`src/rtl/martian_date_counter.sv`:
```
// Martian calendar keeper: year / month (0-23) / sol-of-month with one-sol tick,
// validated load, and a leap-residue (year mod 10) recomputed by repeated subtraction.
module martian_date_counter #(
  parameter int unsigned YEAR_W = 12
) (
  input  logic              clk,
  input  logic              reset,
  input  logic              load,
  input  logic [YEAR_W-1:0] load_year,
  input  logic [4:0]        load_month,
  input  logic [4:0]        load_day,
  input  logic              tick,
  output logic              ready,
  output logic [YEAR_W-1:0] year,
  output logic [4:0]        month,
  output logic [4:0]        day,
  output logic              leap,
  output logic              d27,
  output logic              d28,
  output logic              new_month,
  output logic              new_year,
  output logic              load_err
);

  typedef enum logic {S_RUN, S_INIT} state_t;

  localparam logic [YEAR_W-1:0] RES_ONE  = YEAR_W'(1);
  localparam logic [YEAR_W-1:0] RES_NINE = YEAR_W'(9);
  localparam logic [YEAR_W-1:0] RES_TEN  = YEAR_W'(10);

  state_t            r_state;
  logic [YEAR_W-1:0] r_year;
  logic [YEAR_W-1:0] r_residue;
  logic [4:0]        r_month;
  logic [4:0]        r_day;
  logic              r_new_month;
  logic              r_new_year;
  logic              r_load_err;

  logic              w_leap;
  logic              w_d28;
  logic [4:0]        w_month_len;
  logic              w_month_end;
  logic              w_year_max;
  logic              w_load_bad;

  // Residue stays below ten in RUN, so it doubles as year mod 10 for the leap rule.
  assign w_leap      = r_year[0] | (r_residue == '0);
  assign w_d28       = ~r_month[0] | ((r_month == 5'd23) & w_leap);
  assign w_month_len = w_d28 ? 5'd28 : 5'd27;
  assign w_month_end = (r_day >= w_month_len);
  assign w_year_max  = &r_year;

  // Month 23 with sol 28 is accepted here; it is corrected on INIT exit if the year is not leap.
  assign w_load_bad  = (load_month > 5'd23) | (load_day == 5'd0) | (load_day > 5'd28) |
                       ((load_day == 5'd28) & load_month[0] & (load_month != 5'd23));

  always_ff @(posedge clk) begin
    if (reset) begin
      r_state     <= S_RUN;
      r_year      <= '0;
      r_residue   <= '0;
      r_month     <= '0;
      r_day       <= 5'd1;
      r_new_month <= 1'b0;
      r_new_year  <= 1'b0;
      r_load_err  <= 1'b0;
    end else begin
      r_new_month <= 1'b0;
      r_new_year  <= 1'b0;
      if (load && !w_load_bad) begin
        r_state    <= S_INIT;
        r_year     <= load_year;
        r_residue  <= load_year;
        r_month    <= load_month;
        r_day      <= load_day;
        r_load_err <= 1'b0;
      end else begin
        r_load_err <= load;
        case (r_state)
          S_INIT: begin
            if (r_residue >= RES_TEN) begin
              r_residue <= r_residue - RES_TEN;
            end else begin
              r_state <= S_RUN;
              if ((r_month == 5'd23) && (r_day == 5'd28) && !w_leap) begin
                r_day      <= 5'd27;
                r_load_err <= 1'b1;
              end
            end
          end
          S_RUN: begin
            if (tick && !load) begin
              if (!w_month_end) begin
                r_day <= r_day + 5'd1;
              end else begin
                r_day       <= 5'd1;
                r_new_month <= 1'b1;
                if (r_month == 5'd23) begin
                  r_month    <= '0;
                  r_year     <= r_year + RES_ONE;
                  r_new_year <= 1'b1;
                  // Wrapping to year 0 must land on residue 0 regardless of the old residue.
                  if (w_year_max || (r_residue == RES_NINE))
                    r_residue <= '0;
                  else
                    r_residue <= r_residue + RES_ONE;
                end else begin
                  r_month <= r_month + 5'd1;
                end
              end
            end
          end
        endcase
      end
    end
  end

  assign ready     = (r_state == S_RUN);
  assign year      = r_year;
  assign month     = r_month;
  assign day       = r_day;
  assign leap      = w_leap;
  assign d28       = w_d28;
  assign d27       = ~w_d28;
  assign new_month = r_new_month;
  assign new_year  = r_new_year;
  assign load_err  = r_load_err;

endmodule
```
`config.mk`:
```
export PLATFORM = sky130hd
export DESIGN_NAME = martian_date_counter
export DESIGN_NICKNAME = d
export VERILOG_FILES = /design/src/rtl/martian_date_counter.sv
export SDC_FILE = /design/constraint.sdc
export NUM_CORES = 1
export LEC_CHECK = 0
export CAP_MARGIN = 40
export CORE_MARGIN = 2
export CORE_UTILIZATION = 30
export DETAILED_ROUTE_END_ITERATION = 12
export PLACE_DENSITY = 0.58
export SLEW_MARGIN = 20
export SYNTH_ARGS = -nofsm -noshare
export SYNTH_HDL_FRONTEND = slang
export SYNTH_SLANG_ARGS = --single-unit
```
`constraint.sdc`:
```
create_clock -name clk -period 2.8 [get_ports clk]
set_input_delay 0.42 -clock clk [delete_from_list [all_inputs] [get_ports clk]]
set_output_delay 0.42 -clock clk [all_outputs]
set_load 0.03 [all_outputs]
```
==> summary.txt <==
number of synthesized flops with an enable pin: 0
type of the most critical hold path: register to register
Die Height: 98.1 um
Synth Instances: 332
core box area: 8640 um2
CTS tree: done
Mapped Area: 2660 um2
global-route wire length before repair: 14300 um
Vias/cell: 5.56
sequential-to-total area share from yosys stat: 0.286
total grt overflow: 0
Die X-Extent: 98.1 um
Startpoint Class: register
Post-Synthesis Net Count: 371
Synth cell types: 55
Remaining DRCs: 0
final count of hold timing violations: 0
Initial DRC Count: 209
clock skew: 8.00 ps
Pleak: 1.45 nW
clk root buf: clkbuf_8
fraction of registers with async set/reset: 0
synthesis-to-layout area growth: 48.1%
Tightest Pin Transition: 648 ps
Max Fanout on Critical Path: 4
Die Area: 9630 um2
Mapped Avg Cell Area: 8.00 um2
initial core utilization: 0.308
Top Ports: 55
cts hold-fix bufs: 0
site row count: 34
Final Instance Area: 3940 um2
Power Total: 2.11 mW
Crit path required time: 3020 ps
clk sinks: 38
Synth Register Bits: 38
global-route usage over all layers: 0.185
vias in the first global route: 2743
GP Congestion: 0.850
worst reg2reg path depth: 14
via count: 2890
pwr dens: 535 nW/um2
H-tree depth: 2
final wirelength: 9050 um
Final Cycle Share: 0.969
Max-slew headroom: 0.564
largest net degree at the start of global routing: 34
RSZ-0062 raised after global routing: yes
Final min period: 2710 ps
share of cells above drive strength 1: 0.235
clock tree buffer depth: 2
Routed Antenna Nets: 0
initial antenna violation count: 0
setup TNS: 0 ps
dpl hpwl: 6590 um
max-slew violation count: 0
CTS clk-pin slew, worst paths: 80 ps
Post-layout nets: 450
area leader, netlist: dfxtp_1
clock latency on the worst-skew pair: 300 ps
drt pass-1 iters: 5
Setup CP Type: register to register
hold path cells: 2
max-capacitance violation count: 0
ranking of synthesized cells by area: dfxtp_1 (29%), ha_1 (6.1%), a21oi_1 (5.1%)
area post-placement: 3640 um2
status: finished, final reports clean
TritonCTS Buffers: 5
Worst Setup End Kind: register
reg-to-reg slack, setup: 90 ps
fmax: 0.369 GHz
Synth Warn #: 0
Synth Flop Type: dfxtp_1
port bufs: 54
Avg WL per Cell: 17.4 um
Antenna Cells: 0
Final setup viols: 0
Max IR drop VDD: 203 uV
WP data arrival: 2940 ps
Synth top area share: 0.286
==> cells in the final DEF, fill, tap and decap left out, types with 6 or more instances in the layout <==
cell type        instances
clkdlybuf4s50_1         54
buf_4                   35
dfxtp_1                 32
a21oi_1                 25
nand2_1                 21
nand3_1                 18
nor3_1                  17
nor2_1                  17
xor2_1                  15
o21ai_0                 13
inv_1                   11
nand4_1                 11
ha_1                    10
xnor2_1                  8
o211ai_1                 7
a221oi_1                 6
a211oi_1                 6
clkbuf_8                 6
==> synthesized netlist by cell type (all sizes together), types with 3 or more instances <==
library cell,n
a21oi,27
a211oi,7
o32ai,5
or4,4
a31oi,3
nor2,20
mux2i,3
ha,13
xor2,15
o211ai,7
nand3,19
and3,5
a221oi,7
nand4,11
inv,16
dfxtp,38
o221ai,3
buf,12
nor4,9
xnor2,8
o21ai,20
nor3,19
clkbuf,11
nand2,23
==> power by group <==
group,switching (mW),total [mW],internal (mW)
Sequential,0.0646,0.656,0.591
Combinational,0.452,0.847,0.395
Clock,0.221,0.602,0.380
Total,0.738,2.11,1.37
==> metrics by stage <==
stage               instances  hold WS [ps]   util  setup WS [ps]
floorplan                 332           520      -          -32.1
global placement          504           527  0.422            101
detailed placement        504           538  0.422           66.6
CTS                       512           552  0.439           34.8
global route              520           565  0.456          -75.0
finish                    520           550  0.456           86.5
==> critical path, stage by stage, from the launching register on <==
cell and delay [ps]:
dfxtp_2 330, inv_2 80, ha_4 140, nor3b_4 200, a31oi_4 130, o21ai_4 230
inv_4 60, ha_1 280, nand2b_4 130, a31oi_4 120, buf_6 160, nor4_2 290
nand2_1 80, mux2_2 260, a21oi_1 150
==> path summary, 6_finish.rpt <==
path                                   start        to
worst max-delay path            r_residue[0]  month[4]
worst min-delay path                month[1]  month[1]
worst max register to register  r_residue[0]  month[4]
worst min register to register      month[1]  month[1]
==> flip-flops by register name (all words and copies together), names as in the netlist <==
| register | flops |
|---|---|
| load_err | 1 |
| month | 5 |
| year | 12 |
| new_month | 1 |
| day | 5 |
| r_state | 1 |
| r_residue | 12 |
| new_year | 1 |
==> area by class of cell <==
class                      count  area, um2
clock buffer                   6       82.6
inverter                      16       62.6
fill                         858       4700
multi-input combinational    255       1930
tap                          108        135
clock inverter                 2       60.1
timing repair buffer          95        891
sequential                    38        773
==> per-layer routing <==
metal  global-route usage  routed length (um)
met5                    0                   0
met4               0.0588                 149
met3               0.0272                 366
met2                0.300                4320
met1                0.252                4210
==> repair_timing <==
action / 4_1_cts / 5_1_grt
resized for setup: 0 / 21
endpoints found under the setup margin: 0 / 17
buffers inserted: 0 / 7
==> cells by family after synthesis <==
logic type	after synthesis	share of synthesized area
adders and majority gates	13	0.0612
AOI/OAI and AO/OA	95	0.258
DFF	38	0.286
xor gates and xnor gates	23	0.0758
and+or+nand+nor	120	0.237
muxes	4	0.0155
buffers and inverters	39	0.0659
Note: power is estimated with default switching activity, not from simulation.
